File: config.mk
export PLATFORM = sky130hd
export DESIGN_NAME = ddr2_ocd_zq_sequencer
export DESIGN_NICKNAME = d
export VERILOG_FILES = /design/src/rtl/ddr2_ocd_zq_sequencer_pkg.sv /design/src/rtl/ddr2_wait_counter.sv /design/src/rtl/ddr2_ocd_zq_sequencer.sv
export SDC_FILE = /design/constraint.sdc
export NUM_CORES = 1
export LEC_CHECK = 0
export CAP_MARGIN = 20
export CORE_ASPECT_RATIO = 0.7
export CORE_MARGIN = 4
export CORE_UTILIZATION = 55
export DETAILED_ROUTE_END_ITERATION = 10
export PLACE_DENSITY = 0.9
export SYNTH_ARGS = -nofsm -noshare
export SYNTH_HDL_FRONTEND = slang
export SYNTH_SLANG_ARGS = --single-unit
File: constraint.sdc
create_clock -name clk -period 3.2 [get_ports clk]
set_input_delay 0.64 -clock clk [delete_from_list [all_inputs] [get_ports clk]]
set_output_delay 0.64 -clock clk [all_outputs]
set_load 0.01 [all_outputs]
File: src/rtl/ddr2_ocd_zq_sequencer_pkg.sv
// ddr2_ocd_zq_sequencer_pkg: CA command encodings, FSM states and wait helper shared by init sequencers
package ddr2_ocd_zq_sequencer_pkg;
  localparam logic [3:0] CMD_NOP = 4'b0111;
  localparam logic [3:0] CMD_LM = 4'b0000;
  localparam logic [3:0] CMD_ZQ = 4'b0110;
  localparam logic [1:0] BA_EMRS1 = 2'b01;
  typedef enum logic [2:0] {
    IDLE, OCD_ENTER, WAIT_OCD, OCD_EXIT, WAIT_MRD, ZQ_CMD, WAIT_ZQ, DONE
  } state_t;
  function automatic logic [15:0] wait_load(input int n);
    return (n < 1) ? 16'd0 : 16'(n - 1);
  endfunction
endpackage

File: src/rtl/ddr2_wait_counter.sv
// ddr2_wait_counter: loadable 16-bit down-counter with zero flag, holds at zero
module ddr2_wait_counter (
  input  logic        clk,
  input  logic        reset,
  input  logic        load,
  input  logic [15:0] load_val,
  output logic        zero
);
  logic [15:0] cnt;
  always_ff @(posedge clk)
    if (reset) cnt <= '0;
    else if (load) cnt <= load_val;
    else if (cnt != 16'd0) cnt <= cnt - 16'd1;
  assign zero = (cnt == 16'd0);
endmodule

File: src/rtl/ddr2_ocd_zq_sequencer.sv
// ddr2_ocd_zq_sequencer: drives EMRS1 OCD enter/exit and optional ZQ command with timed NOP waits
module ddr2_ocd_zq_sequencer
  import ddr2_ocd_zq_sequencer_pkg::*;
#(
  parameter logic [12:0] EMRS1_OCD_ENTER_VAL = 13'h380,
  parameter logic [12:0] EMRS1_OCD_EXIT_VAL = 13'h000,
  parameter logic [12:0] ZQCAL_CMD_A_VAL = 13'h400,
  parameter logic [1:0] ZQCAL_CMD_BA_VAL = 2'b00,
  parameter int TMRD_CYCLES = 2,
  parameter int TOCD_CYCLES = 4,
  parameter int TZQINIT_CYCLES = 8,
  parameter bit ZQ_EN = 1'b1
) (
  input  logic        clk,
  input  logic        reset,
  input  logic        start,
  input  logic        cke_pad,
  output logic        busy,
  output logic        done,
  output logic        csbar_pad,
  output logic        rasbar_pad,
  output logic        casbar_pad,
  output logic        webar_pad,
  output logic [1:0]  ba_pad,
  output logic [12:0] a_pad
);
  if (TMRD_CYCLES > 65535 || TOCD_CYCLES > 65535 || TZQINIT_CYCLES > 65535) begin : g_range
    $error("wait cycle parameters above 65535 are unsupported");
  end
  state_t state, nxt;
  logic load, zero;
  logic [15:0] load_val;
  logic [3:0] cmd_n;
  logic [1:0] ba_n;
  logic [12:0] a_n;
  ddr2_wait_counter u_wait (.clk(clk), .reset(reset), .load(load), .load_val(load_val), .zero(zero));
  always_comb begin
    nxt = state;
    load = 1'b0;
    load_val = '0;
    case (state)
      IDLE:      nxt = (start && cke_pad) ? OCD_ENTER : IDLE;
      OCD_ENTER: begin nxt = WAIT_OCD; load = 1'b1; load_val = wait_load(TOCD_CYCLES); end
      WAIT_OCD:  nxt = zero ? OCD_EXIT : WAIT_OCD;
      OCD_EXIT:  begin nxt = WAIT_MRD; load = 1'b1; load_val = wait_load(TMRD_CYCLES); end
      WAIT_MRD:  nxt = zero ? (ZQ_EN ? ZQ_CMD : DONE) : WAIT_MRD;
      ZQ_CMD:    begin nxt = WAIT_ZQ; load = 1'b1; load_val = wait_load(TZQINIT_CYCLES); end
      WAIT_ZQ:   nxt = zero ? DONE : WAIT_ZQ;
      default:   nxt = IDLE;
    endcase
  end
  // Pads are registered from the next-state decode so a command appears the cycle its state is entered
  always_comb begin
    cmd_n = (nxt == OCD_ENTER || nxt == OCD_EXIT) ? CMD_LM : (nxt == ZQ_CMD) ? CMD_ZQ : CMD_NOP;
    ba_n = (cmd_n == CMD_LM) ? BA_EMRS1 : (nxt == ZQ_CMD) ? ZQCAL_CMD_BA_VAL : 2'b00;
    a_n = (nxt == OCD_ENTER) ? EMRS1_OCD_ENTER_VAL : (nxt == OCD_EXIT) ? EMRS1_OCD_EXIT_VAL :
          (nxt == ZQ_CMD) ? ZQCAL_CMD_A_VAL : 13'h0;
  end
  always_ff @(posedge clk)
    if (reset) begin
      state <= IDLE;
      {csbar_pad, rasbar_pad, casbar_pad, webar_pad} <= CMD_NOP;
      ba_pad <= '0;
      a_pad <= '0;
      busy <= 1'b0;
      done <= 1'b0;
    end else begin
      state <= nxt;
      {csbar_pad, rasbar_pad, casbar_pad, webar_pad} <= cmd_n;
      ba_pad <= ba_n;
      a_pad <= a_n;
      busy <= (nxt != IDLE) && (nxt != DONE);
      done <= (nxt == DONE);
    end
endmodule

======== Word-level counts from Yosys, hierarchy flattened ========
Index checks and enable logic that the tools add are counted.
storage, ports and cells
  output and inout bits ................... 21
  bits in registers ....................... 38
  logic and storage cells ................. 49
  input port bits ......................... 4
operators by class
  add/sub/neg operators ................... 1
  reduce and logical (&&, ||, !) cells .... 11
  eq/ne operators ......................... 11
  muxes and demuxes ....................... 15
operators with widths
  kind                     count
  $mux W16                 2
  $pmux W3 S7              1
  $mux W10                 2
  $logic_not A16 Y1        1
  $reduce_bool A16 Y1      1
  $sub A16 B1 Y16 const B  1
  $eq A3 B3 Y1 const B     5
  $mux W11                 1
  $eq A3 B2 Y1 const B     3
  $pmux W3 S3              1
  $mux W1                  7
  $eq A3 B1 Y1 const B     2
  $reduce_or A3 Y1         2
  $logic_not A4 Y1         1
  $logic_not A3 Y1         1
  $mux W3                  1
  $ne A3 B3 Y1 const B     1
  $reduce_bool A3 Y1       1
  $logic_and A1 B1 Y1      2
  $reduce_bool A2 Y1       1
  $logic_or A1 B1 Y1       1

======== Depth between registers and ports, before layout ========
Gate-level depths: netlist (run 1).
  depth after elaboration ................. 8
  mapped depth ............................ 8
  depth with buffers taken out ............ 6

======== Modules after synthesis ========
From an unflattened synthesis (run 1), not the netlist that was laid out.
second synthesis, totals
  cells, all modules ...................... 173
  area total of the unflattened synthesis .. 1493.9 µm²
modules (own cells, without submodules)
  module                 times used  sequential area each (µm²)  cells an instance  area each (µm²)
  ddr2_wait_counter      1           320.3                       116                964.7
  ddr2_ocd_zq_sequencer  1           200.2                       57                 529.3

======== Least setup slack after synthesis (run 1) ========
No wires, ideal clock.
  path kind ............................... reg-to-reg
  from .................................... register u_wait.cnt[4]
  to ...................................... register u_wait.cnt[11]
  stages on the path, launching flop included .. 5
  setup slack ............................. 1.362 ns
  setup time .............................. 0.072 ns
  path buffers ............................ 0
  period minus slack after synthesis ...... 1.838 ns
  arrival ................................. 1.766 ns
  data required time ...................... 3.128 ns
  path through ............................ dfxtp_1 or4_4 or3_4 or4_1 a21oi_1
on the way
  longest elaborated chain between the ends .. 3
  elaborated cells on any way between the ends .. 5
  those cells by class .................... add/sub (1); mux (2); reduce/logical (2)
RTL lines
  item                      RTL line                 text
  start: declaration        ddr2_wait_counter.sv:9   logic [15:0] cnt;
  start signal: assignment  ddr2_wait_counter.sv:12  else if (load) cnt <= load_val;
  start signal: assignment  ddr2_wait_counter.sv:13  else if (cnt != 16'd0) cnt <= cnt - 16'd1;
  $sub A16 B1 Y16           ddr2_wait_counter.sv:13
  $mux W16                  ddr2_wait_counter.sv:13
  $mux W16                  ddr2_wait_counter.sv:12
Parallel ways exist; a longest one is shown, timed or not. The select of a mux whose other input is x is not followed.
A chain may end at the register's enable or synchronous reset.

======== Worst setup path in the final report (run 1) ========
  from .................................... register u_wait.cnt[0]
  to ...................................... register a_pad[8]
on the way
  longest elaborated chain between the ends .. 6
  elaborated cells on any way between the ends .. 9
  those cells by class .................... eq/ne (2); mux (6); reduce/logical (1)
RTL lines
  item                    RTL line                                                                               text
  $logic_not A16 Y1 (*)   ddr2_wait_counter.sv:14                                                                assign zero = (cnt == 16'd0);
  $mux W1                 ddr2_ocd_zq_sequencer.sv:44, ddr2_ocd_zq_sequencer.sv:46, ddr2_ocd_zq_sequencer.sv:48
  $pmux W3 S7 (*)         ddr2_ocd_zq_sequencer.sv:41                                                            case (state)
  $eq A3 B2 Y1            ddr2_ocd_zq_sequencer.sv:56                                                            a_n = (nxt == OCD_ENTER) ? EMRS1_OCD_ENTER_VAL : (nxt == OCD_EXIT) ? EMRS1_OCD_EXIT_VAL :
  $mux W10                ddr2_ocd_zq_sequencer.sv:56
  $mux W10 (*)            ddr2_ocd_zq_sequencer.sv:56
  end signal: assignment  ddr2_ocd_zq_sequencer.sv:71                                                            a_pad <= a_n;
  end: declaration        ddr2_ocd_zq_sequencer.sv:25                                                            output logic [12:0] a_pad
Every way passes the cells marked *; elsewhere a longest branch is shown, timed or not.

==> reports/metrics.json, run 1 <==
{
  "status": {
    "status": "finished clean"
  },
  "clocking": {
    "clk_root_buffer_cell": "sky130_fd_sc_hd__clkbuf_4",
    "post_cts.resized_instances": 0,
    "maximum_clock_path_buffer_count": 2,
    "cts_inserted_buffers": 3,
    "post_cts_buffers": 0,
    "cts_max_level": 1,
    "holdBufCountCts": 0,
    "worst_skew_late_latency_ns": 0.32,
    "clk_pin_slew_worst_paths_ns": 0.13,
    "cts.sink_count": 26,
    "tritoncts_clock_tree": "yes"
  },
  "finish": {
    "sequential_cell_area_um2": 520.5,
    "multiInputGateArea_um2": 750.7,
    "final_net_count": 175,
    "final_layout_size_suffix_gt1_share_pct": 6.790,
    "antenna-diode-count": 0,
    "area.growth.synth_to_final_pct": 7.491,
    "fillerInstances": 187
  },
  "timing": {
    "setup_violations": 0,
    "timing.final.ws_setup_ns": 0.9496,
    "clock.fmax_mhz": 444.4,
    "report.final.hold_viol_count": 0,
    "timing.final.max_slew_violations": 0,
    "finClkSkew_ns": 0.0009970,
    "finalCritPeriodShare_pct": 70.32,
    "period_minus_slack_ns": 2.250,
    "fin_setup_tns_ns": 0,
    "rsz_0062_raised_after_global_routing": "no"
  },
  "logic_synthesis": {
    "ys_types": 39,
    "yosys-top-cells-area": "sky130_fd_sc_hd__dfxtp_1 (38%), sky130_fd_sc_hd__buf_4 (8.1%), sky130_fd_sc_hd__ha_1 (6.3%)",
    "share_of_yosys_cell_area_claimed_by_the_top_area_cell_type_pct": 37.55,
    "synth.cell_area_um2": 1386,
    "sequential_fraction_of_the_synthesis_area_pct": 37.55,
    "synth_simple_gate_area_share_pct": 26.90,
    "synthXorXnorAreaFrac_pct": 1.264,
    "yosys-mux-area-fraction_pct": 1.444,
    "synth.yosys.warnings": 0,
    "post_synth_fa_ha_maj_area_fraction_pct": 6.318,
    "combinational_family_with_the_most_area_after_synthesis": "simple AND/OR/NAND/NOR gates",
    "netlist.top_cell.by_area": "sky130_fd_sc_hd__dfxtp_1",
    "syn-instance-count": 153,
    "synth_seq_cells": 26,
    "avgSynthCellArea_um2": 9.061,
    "synth_compound_gate_area_share_pct": 15.25
  },
  "placed_design": {
    "pre_cts_ws_ns": 0.9918,
    "portBuffers": 13,
    "globalplace.congestion": 0.8171,
    "post-dp-hpwl_um": 2138
  },
  "worst_setup_path": {
    "rr_endpoint": "a_pad[8]$_SDFF_PP0_",
    "rrSetupSlack_ns": 0.95,
    "worst-endpoint-arrival_ns": 2.46,
    "cell_breakdown_of_the_critical_path": "inv_1 > ha_1 > nor4b_1 > and4_2 > a21oi_1 > nor4b_1",
    "critical_setup_path_kind": "register to register",
    "end_kind": "register",
    "timing.critical_path.max_delay_family": "simple AND/OR/NAND/NOR gates",
    "worst-path-max-fanout": 24,
    "worst-r2r-cell-count": 6,
    "crit_path_max_incr_delay_ns": 0.57,
    "critical_path_required_ns": 3.41,
    "cp-start-kind": "register",
    "worstPathBufferInverterCount": 1,
    "worst_path_max_delay_cell": "sky130_fd_sc_hd__and4_2",
    "cell_type_with_the_highest_occurrence_count_on_the_critical_path": "sky130_fd_sc_hd__nor4b_1",
    "timing.rr.start": "u_wait.cnt[0]$_SDFFE_PP0P_"
  },
  "drt": {
    "tritonroute_pass_1_iters": 4,
    "drtAntennaViolNets": 0,
    "drt-total-wl_um": 2862,
    "route.detailed.drc": 0,
    "drt-vias-per-instance": 6.000,
    "detailedRoute.firstIterationViolations": 79,
    "routed-via-count": 1164,
    "wire_per_inst_um": 14.75
  },
  "power_and_ir_drop": {
    "powerDensity_nw_per_um2": 1012,
    "cellLeakagePower_nw": 0.5901,
    "share_comb_of_total_power_pct": 54.6,
    "sw_frac_of_total_pct": 44.18,
    "cell_internal_pwr_mw": 0.8417,
    "total_switching_power_mw": 0.6662,
    "ir_drop_v": 0.0005580,
    "power.clock.fraction_pct": 9.2,
    "sequentialPowerShare_pct": 36.3
  },
  "global_routing": {
    "grt_pass1_wl_um": 4712,
    "first_global_vias": 1089,
    "grt.overflow.total": 0,
    "antenna_found_initial": 0,
    "largest_net_degree_at_the_start_of_global_routing": 25,
    "overall_global_routing_usage_pct": 17.93
  },
  "floorplanning": {
    "floorplan.core_area_um2": 2277,
    "die_area_um2": 3401,
    "initial_utilization_pct": 60.88,
    "floorplan.rows": 14,
    "pin_count": 25,
    "die-height_um": 50.01,
    "dieWidth_um": 68.01
  },
  "min_path": {
    "min-delay-start": "u_wait.cnt[12]$_SDFFE_PP0P_",
    "hold_depth": 2,
    "hold-path-endpoint": "u_wait.cnt[12]$_SDFFE_PP0P_",
    "worstHoldPathType": "register to register"
  },
  "flow_run": {
    "maxCapViolCount": 0
  }
}
how the worst max path moves through the flow:
stage | startpoint | to | slack, ns | depth (start not counted)
finish | u_wait.cnt[0]$_SDFFE_PP0P_ | a_pad[8]$_SDFF_PP0_ | 0.95 | 6
global route | u_wait.cnt[0]$_SDFFE_PP0P_ | a_pad[8]$_SDFF_PP0_ | 0.81 | 6
CTS | u_wait.cnt[0]$_SDFFE_PP0P_ | a_pad[8]$_SDFF_PP0_ | 1.0 | 6
detailed placement | reset | u_wait.cnt[13]$_SDFFE_PP0P_ | 0.99 | 4
global placement | reset | u_wait.cnt[11]$_SDFFE_PP0P_ | 1.10 | 4
floorplan | u_wait.cnt[4]$_SDFFE_PP0P_ | u_wait.cnt[11]$_SDFFE_PP0P_ | 1.36 | 4
through the flow:
step / cells / utilization, % / area (µm²) / total power, mW / hold WS (ns)
6_report: 194 / 65.44 / 1490 / 1.508 / 0.4943
5_1_grt: 194 / 65.44 / 1490 / 1.624 / 0.5220
4_1_cts: 194 / 65.44 / 1490 / 1.495 / 0.5014
3_5_place_dp: 191 / 64.45 / 1468 / 1.359 / 0.4830
3_3_place_gp: 191 / 64.45 / 1468 / 1.310 / 0.4591
2_1_floorplan: 163 / - / 1424 / 1.201 / 0.4423
kinds of logic (layout without fill, tap and decap cells):
| family | after synthesis | count (layout) |
|---|---|---|
| flops | 26 | 26 |
| fa+ha+maj | 7 | 7 |
| buf+inv | 23 | 22 |
| mux | 2 | 2 |
| xor+xnor | 2 | 2 |
| simple gates | 61 | 61 |
| other cells | 1 | 11 |
| compound gates | 31 | 31 |
cell type report:
cell class | instances | area share, %
clock buffers | 3 | 1.511
inverters | 5 | 1.259
multi-input cells | 114 | 50.38
flip-flops and latches | 26 | 34.93
well taps | 32 | 2.687
repair buffers | 14 | 9.236
metal layers:
metal / wire (µm) / track usage (%)
met1: 1292 / 22.91
met2: 1361 / 29.12
met3: 191 / 4.773
met4: 16 / 5.281
met5: 0 / 0
flip-flops by register name, indices dropped and copies added (netlist names):
| signal | count |
|---|---|
| state | 3 |
| webar_pad | 1 |
| ba_pad | 1 |
| u_wait.cnt | 16 |
| busy | 1 |
| done | 1 |
| rasbar_pad | 1 |
| a_pad | 2 |
synth_stat cells (all sizes together):
cell type and instances:
dfxtp 26, buf 15, a21oi 12, or4 10, nor2 9, ha 7
nand2 7, o31ai 7, nor3 5, nor4 5, or3 5, inv 4
nand3 4, nor4b 4, clkbuf 3, nand2b 3, o21ai 3, a21o 2
mux2i 2, nor2b 2, or2 2, xnor2 2, a2111o 1, and3 1
and4 1, and4b 1, clkinv 1, conb 1, nand4 1, o211a 1
o21a 1, o221a 1, o221ai 1, o41a 1, o41ai 1, or4b 1
layout by cell type, fill, tap and decap left out, types with 2 or more instances in the layout:
cell and count:
sky130_fd_sc_hd__a21o_1 2, sky130_fd_sc_hd__nor3_1 5, sky130_fd_sc_hd__dfxtp_1 26, sky130_fd_sc_hd__inv_1 4
sky130_fd_sc_hd__nand2b_1 3, sky130_fd_sc_hd__clkbuf_4 3, sky130_fd_sc_hd__nand3_1 4, sky130_fd_sc_hd__nor2_1 9
sky130_fd_sc_hd__nor2b_1 2, sky130_fd_sc_hd__o31ai_1 7, sky130_fd_sc_hd__nor4b_1 4, sky130_fd_sc_hd__conb_1 11
sky130_fd_sc_hd__ha_1 7, sky130_fd_sc_hd__or4_1 9, sky130_fd_sc_hd__xnor2_1 2, sky130_fd_sc_hd__o21ai_0 3
sky130_fd_sc_hd__nor4_1 5, sky130_fd_sc_hd__a21oi_1 12, sky130_fd_sc_hd__nand2_1 7, sky130_fd_sc_hd__mux2i_1 2
sky130_fd_sc_hd__or2_2 2, sky130_fd_sc_hd__or3_1 4, sky130_fd_sc_hd__clkdlybuf4s50_1 13
worst register-to-register path: cells and delay by family, from the launching register on:
| kind | cells | cell delay, ns |
|---|---|---|
| DFF | 1 | 0.35 |
| AOI/OAI and AO/OA | 1 | 0.24 |
| and+or+nand+nor | 3 | 1.26 |
| adders and majority gates | 1 | 0.17 |
| buffers and inverters | 1 | 0.12 |
power by group through the flow:
stage	Sequential [mW]	Combinational [mW]	Clock, mW
after global placement	0.536	0.773	0
after global routing	0.562	0.907	0.155
after detailed placement	0.551	0.808	0
after floorplan	0.519	0.682	0
final	0.547	0.823	0.138
after CTS	0.542	0.812	0.141
No activity file was read; power rests on OpenSTA's default activity.
==> run 2, diff against run 1 <==
--- a/config.mk
+++ b/config.mk
@@ -8,9 +8,9 @@
 export CAP_MARGIN = 20
 export CORE_ASPECT_RATIO = 0.7
 export CORE_MARGIN = 4
-export CORE_UTILIZATION = 55
+export CORE_UTILIZATION = 46
 export DETAILED_ROUTE_END_ITERATION = 10
-export PLACE_DENSITY = 0.9
+export PLACE_DENSITY = 0.81
 export SYNTH_ARGS = -nofsm -noshare
 export SYNTH_HDL_FRONTEND = slang
 export SYNTH_SLANG_ARGS = --single-unit
==> constraint.sdc (replaced) <==
create_clock -name clk -period 2 [get_ports clk]
set_input_delay 0.4 -clock clk [delete_from_list [all_inputs] [get_ports clk]]
set_output_delay 0.4 -clock clk [all_outputs]
set_load 0.01 [all_outputs]
==> run 2 against run 1 <==
  * Clock skew is 0.0070 ns higher
  * Count of clock-buffer cells in the layout stayed put
  * Sequential share of layout area is 2.6 points lower
  * Via count is 2.6% higher
  * Combinational power is 81% higher
  * Clock power grew to 3.2 times the previous value
  * Maximum frequency is 17% higher
  * Worst setup slack worse by 0.87 ns
  * Die area is 17% higher
  * Sequential cell count stayed put
  * Critical path type unchanged
==> reports/metrics.json, run 2 (synthesized netlist as in run 1, its figures left out) <==
{
  "finish": {
    "largest_register_ff_count": 16,
    "antenna-diode-count": 0,
    "top_register_by_number_of_flip_flops": "u_wait.cnt",
    "fillerInstances": 233,
    "final_util_pct": 57.04,
    "final_layout_size_suffix_gt1_share_pct": 14.97,
    "multiInputGateArea_um2": 794.5,
    "layout_commonest_cell": "sky130_fd_sc_hd__dfxtp_1",
    "reg_top3": "u_wait.cnt: 16 flops, state: 3 flops, a_pad: 2 flops",
    "area.growth.synth_to_final_pct": 16.97,
    "sequential_cell_area_um2": 524.3,
    "final_net_count": 179,
    "mostFrequentLayoutCells": "sky130_fd_sc_hd__dfxtp_1 (23), sky130_fd_sc_hd__clkdlybuf4s50_1 (13), sky130_fd_sc_hd__a21oi_1 (11), sky130_fd_sc_hd__conb_1 (11), sky130_fd_sc_hd__nor2_1 (9)",
    "instances_no_fill": 203
  },
  "worst_setup_path": {
    "cp-start-kind": "register",
    "worst-endpoint-arrival_ns": 2.13,
    "critical_path_required_ns": 2.21,
    "cell_breakdown_of_the_critical_path": "or4_4 > or3_4 > or4_1 > a21oi_1",
    "critical_setup_path_kind": "register to register",
    "worst_path_max_delay_cell": "sky130_fd_sc_hd__or4_4",
    "timing.critical_path.max_delay_family": "simple AND/OR/NAND/NOR gates",
    "worst-path-max-fanout": 8,
    "worstPathBufferInverterCount": 0,
    "crit_path_max_incr_delay_ns": 0.56,
    "end_kind": "register"
  },
  "floorplanning": {
    "pin_count": 25,
    "die_area_um2": 3970,
    "dieWidth_um": 73.62,
    "initial_utilization_pct": 48.77,
    "floorplan.rows": 16,
    "die-height_um": 53.93,
    "floorplan.core_area_um2": 2843
  },
  "timing": {
    "finalCritPeriodShare_pct": 96.02,
    "period_minus_slack_ns": 1.920,
    "report.final.hold_viol_count": 0,
    "fin_setup_tns_ns": 0,
    "rsz_0062_raised_after_global_routing": "no",
    "clock.fmax_mhz": 520.7,
    "setup_violations": 0,
    "timing.final.max_slew_violations": 0,
    "finClkSkew_ns": 0.007989
  },
  "min_path": {
    "worstHoldPathType": "register to register"
  },
  "drt": {
    "detailedRoute.firstIterationViolations": 175,
    "top_layer_used": "met4",
    "wire_per_inst_um": 14.99,
    "wl_met2_um": 1407,
    "route.detailed.drc": 0,
    "m1WireLength_um": 1367,
    "drtAntennaViolNets": 0,
    "drt-total-wl_um": 3043,
    "routed-via-count": 1194,
    "route.met3.wl_um": 219,
    "drt-vias-per-instance": 5.882,
    "tritonroute_pass_1_iters": 4
  },
  "placed_design": {
    "globalplace.congestion": 0.8437,
    "post-dp-hpwl_um": 2137,
    "portBuffers": 13,
    "place.detailed.instances": 199
  },
  "power_and_ir_drop": {
    "cellLeakagePower_nw": 0.6451,
    "ir_drop_v": 0.0006887,
    "total_power_mw": 2.837,
    "powerDensity_nw_per_um2": 1750
  },
  "flow_run": {
    "maxCapViolCount": 0
  },
  "global_routing": {
    "antenna_found_initial": 0,
    "grt.overflow.total": 0,
    "overall_global_routing_usage_pct": 15.84,
    "first_global_vias": 1089,
    "largest_net_degree_at_the_start_of_global_routing": 22,
    "grt_pass1_wl_um": 4878
  },
  "clocking": {
    "cts_inserted_buffers": 3,
    "clk_root_buffer_cell": "sky130_fd_sc_hd__clkbuf_8",
    "clk_pin_slew_worst_paths_ns": 0.09,
    "post_cts_buffers": 0,
    "holdBufCountCts": 0,
    "tritoncts_clock_tree": "yes",
    "cts.sink_count": 26,
    "worst_skew_late_latency_ns": 0.27,
    "maximum_clock_path_buffer_count": 2,
    "cts_max_level": 1
  },
  "status": {
    "status": "finished clean"
  }
}
## run 2: changes by cell type in the layout (fill, tap and decap cells not counted), sizes merged
cell,previous run,this run
buf,1,5
bufinv,0,1
## run 2: stage by stage
step	hold slack (ns)	setup WS [ns]	cell area [µm²]
floorplan	0.4423	0.1619	1424
global placement	0.4597	0.04955	1503
detailed placement	0.4761	-0.02157	1503
CTS	0.4878	0.02633	1575
global route	0.5122	0.007192	1622
finish	0.4812	0.07950	1622
## run 2: final timing paths
kind,from,endpoint,slack [ns],depth (start not counted)
setup / recovery,u_wait.cnt[4]$_SDFFE_PP0P_,u_wait.cnt[11]$_SDFFE_PP0P_,0.08,4
hold / removal,u_wait.cnt[12]$_SDFFE_PP0P_,u_wait.cnt[12]$_SDFFE_PP0P_,0.48,2
setup reg to reg,u_wait.cnt[4]$_SDFFE_PP0P_,u_wait.cnt[11]$_SDFFE_PP0P_,0.08,4
hold reg to reg,u_wait.cnt[12]$_SDFFE_PP0P_,u_wait.cnt[12]$_SDFFE_PP0P_,0.48,2
## run 2: per-layer routing
metal | track usage [%] | up-vias
met4 | 8.133 | 0
met5 | 0 | -
met2 | 25.00 | 61
li1 | - | 579
met1 | 20.43 | 548
met3 | 3.545 | 6
## run 2: where the power goes
group          switching [mW]  internal (mW)
Clock                   0.170          0.268
Combinational           0.797          0.692
Sequential              0.216          0.695
Total                    1.18           1.65
## run 2: tightest hold or removal path, delay by kind of cell (launching register included)
family        cells  cell delay, ns
mux               1            0.05
simple gates      1            0.06
flops             1            0.33
## run 2: area by class of cell
class / count / area share (%)
tap: 36 / 2.778
clock inverter: 1 / 1.852
timing repair buffer: 18 / 10.34
multi-input combinational: 114 / 49.00
inverter: 5 / 1.157
sequential: 26 / 32.33
clock buffer: 3 / 2.546
## run 2: repair_timing
action | CTS | global route
pin swaps | 0 | 1
endpoints found under the setup margin | 4 | 12
gates resized for setup | 1 | 11
==> run 3, diff against run 2 <==
--- a/config.mk
+++ b/config.mk
@@ -10,7 +10,7 @@
 export CORE_MARGIN = 4
 export CORE_UTILIZATION = 46
 export DETAILED_ROUTE_END_ITERATION = 10
-export PLACE_DENSITY = 0.81
+export PLACE_DENSITY = 0.74
 export SYNTH_ARGS = -nofsm -noshare
 export SYNTH_HDL_FRONTEND = slang
 export SYNTH_SLANG_ARGS = --single-unit
==> run 3 against run 2 <==
  * Global-route usage rose by 0.30 points
  * Sequential cell count did not move
  * Cell count grew 0.49%
  * Power down 0.55%
  * Worst setup slack got worse by 0.044 ns
  * Sequential share of layout area decreased by 0.10 points
  * Largest cell class unchanged
  * Highest routed layer unchanged
==> reports/metrics.json, run 3 (synthesized netlist as in run 1, its figures left out) <==
{
  "worst_setup_path": {
    "end_kind": "register",
    "worst_setup_path_endpoint": "u_wait.cnt[1]$_SDFFE_PP0P_",
    "timing.rr.start": "u_wait.cnt[0]$_SDFFE_PP0P_",
    "critical_path_required_ns": 2.20,
    "rrSetupSlack_ns": 0.04,
    "rr_endpoint": "u_wait.cnt[1]$_SDFFE_PP0P_",
    "worst-path-max-fanout": 3,
    "cp-start-kind": "register",
    "critical_setup_path_kind": "register to register",
    "worst-endpoint-arrival_ns": 2.16,
    "setup.worst_path.start": "u_wait.cnt[0]$_SDFFE_PP0P_",
    "worst-r2r-cell-count": 6
  },
  "timing": {
    "fin_setup_tns_ns": 0,
    "report.final.hold_viol_count": 0,
    "rsz_0062_raised_after_global_routing": "yes",
    "setup_violations": 0,
    "finalCritPeriodShare_pct": 98.24,
    "period_minus_slack_ns": 1.965,
    "slew_headroom_pct": 61.34,
    "clock.fmax_mhz": 508.9,
    "timing.final.ws_setup_ns": 0.03515,
    "timing.final.max_slew_violations": 0,
    "finClkSkew_ns": 0.001659,
    "tightest_slew_ns": 0.5754
  },
  "floorplanning": {
    "pin_count": 25,
    "initial_utilization_pct": 48.77,
    "floorplan.core_area_um2": 2843,
    "die-height_um": 53.93,
    "floorplan.rows": 16,
    "die_area_um2": 3970,
    "dieWidth_um": 73.62
  },
  "global_routing": {
    "first_global_vias": 1073,
    "antenna_found_initial": 0,
    "overall_global_routing_usage_pct": 16.14,
    "largest_net_degree_at_the_start_of_global_routing": 25,
    "grt.overflow.total": 0,
    "grt_pass1_wl_um": 4899
  },
  "drt": {
    "tritonroute_pass_1_iters": 4,
    "drt-vias-per-instance": 5.672,
    "drtAntennaViolNets": 0,
    "routed-via-count": 1157,
    "detailedRoute.firstIterationViolations": 60,
    "wire_per_inst_um": 15.11,
    "drt-total-wl_um": 3083,
    "route.detailed.drc": 0
  },
  "power_and_ir_drop": {
    "cellLeakagePower_nw": 0.6495,
    "share_comb_of_total_power_pct": 52.3,
    "sw_frac_of_total_pct": 42.03,
    "cell_internal_pwr_mw": 1.636,
    "powerDensity_nw_per_um2": 1743,
    "sequentialPowerShare_pct": 32.2,
    "ir_drop_v": 0.0006464,
    "power.clock.fraction_pct": 15.5,
    "total_switching_power_mw": 1.186
  },
  "finish": {
    "largest_register_ff_count": 16,
    "reg_top3": "u_wait.cnt: 16 flops, state: 3 flops, a_pad: 2 flops",
    "final_layout_size_suffix_gt1_share_pct": 13.10,
    "mostFrequentLayoutCells": "sky130_fd_sc_hd__dfxtp_1 (25), sky130_fd_sc_hd__clkdlybuf4s50_1 (13), sky130_fd_sc_hd__a21oi_1 (12), sky130_fd_sc_hd__conb_1 (11)",
    "fillerInstances": 268,
    "antenna-diode-count": 0,
    "area.growth.synth_to_final_pct": 16.79,
    "multiInputGateArea_um2": 794.5,
    "layout_commonest_cell": "sky130_fd_sc_hd__dfxtp_1",
    "final_net_count": 180,
    "top_register_by_number_of_flip_flops": "u_wait.cnt",
    "sequential_cell_area_um2": 521.8
  },
  "clocking": {
    "cts_max_level": 1,
    "cts.sink_count": 26,
    "worst_skew_late_latency_ns": 0.27,
    "clk_pin_slew_worst_paths_ns": 0.09,
    "tritoncts_clock_tree": "yes",
    "cts_inserted_buffers": 3,
    "maximum_clock_path_buffer_count": 2,
    "clk_root_buffer_cell": "sky130_fd_sc_hd__clkbuf_8"
  },
  "placed_design": {
    "globalplace.congestion": 0.8275,
    "pre_cts_ws_ns": -0.07473,
    "portBuffers": 13,
    "post-dp-hpwl_um": 2172
  },
  "flow_run": {
    "maxCapViolCount": 0
  },
  "status": {
    "status": "finished clean"
  },
  "min_path": {
    "worstHoldPathType": "register to register"
  }
}
==> run 3: cell types whose count changed in the layout (fill, tap and decap cells not counted), sizes merged <==
cell and change:
and4 +1
==> run 3: how the worst min path moves through the flow <==
stage,startpoint,end,slack [ns],cells after the start
detailed placement,u_wait.cnt[12]$_SDFFE_PP0P_,u_wait.cnt[12]$_SDFFE_PP0P_,0.47,2
finish,u_wait.cnt[12]$_SDFFE_PP0P_,u_wait.cnt[12]$_SDFFE_PP0P_,0.48,2
global placement,u_wait.cnt[12]$_SDFFE_PP0P_,u_wait.cnt[12]$_SDFFE_PP0P_,0.46,2
CTS,u_wait.cnt[12]$_SDFFE_PP0P_,u_wait.cnt[12]$_SDFFE_PP0P_,0.48,2
floorplan,u_wait.cnt[12]$_SDFFE_PP0P_,u_wait.cnt[12]$_SDFFE_PP0P_,0.44,2
global route,u_wait.cnt[12]$_SDFFE_PP0P_,u_wait.cnt[12]$_SDFFE_PP0P_,0.52,2
==> run 3: cell type report <==
class / count / area share [%]
Multi-Input combinational cell: 115 / 49.07
Sequential cell: 26 / 32.23
Timing Repair Buffer: 18 / 10.36
Tap cell: 36 / 2.782
Clock buffer: 3 / 2.550
Clock inverter: 1 / 1.855
Inverter: 5 / 1.159
==> run 3: worst max-delay path, stage by stage, from the launching register on <==
cell and delay, ns:
sky130_fd_sc_hd__dfxtp_1 0.33, sky130_fd_sc_hd__inv_1 0.12, sky130_fd_sc_hd__ha_1 0.21, sky130_fd_sc_hd__or4b_2 0.65
sky130_fd_sc_hd__nor3_2 0.27, sky130_fd_sc_hd__nand4_1 0.14, sky130_fd_sc_hd__o221ai_1 0.17
==> run 3: per-layer routing <==
| layer | up-vias | routed length (µm) | track usage (%) |
|---|---|---|---|
| met2 | 26 | 1466 | 26.47 |
| met1 | 541 | 1450 | 20.70 |
| met4 | 0 | 33 | 4.819 |
| met5 | - | 0 | 0 |
| met3 | 6 | 132 | 4.664 |
| li1 | 584 | - | - |
==> run 3: power groups by stage <==
stage	sequential, mW	combinational (mW)	clock (mW)
after global routing	0.938	1.64	0.475
after detailed placement	0.877	1.31	0
final	0.908	1.48	0.438
after CTS	0.868	1.34	0.448
after global placement	0.861	1.27	0
after floorplan	0.831	1.09	0
==> run 3: repair_timing <==
action                                  CTS  global route
resized for setup                         1             6
cloned                                    0             1
hold buffers                              0             0
endpoints found under the setup margin    3            10
pin swaps                                 0             1
setup buffers                             0             0
==> run 3: stage by stage <==
stage | utilization, % | cell area [µm²] | hold WS (ns) | instances | power [mW]
CTS | 55.41 | 1575 | 0.4833 | 203 | 2.657
finish | 56.95 | 1619 | 0.4828 | 204 | 2.822
global route | 56.95 | 1619 | 0.5229 | 204 | 3.053
global placement | 52.86 | 1503 | 0.4642 | 199 | 2.133
detailed placement | 52.86 | 1503 | 0.4701 | 199 | 2.191
floorplan | - | 1424 | 0.4423 | 163 | 1.922
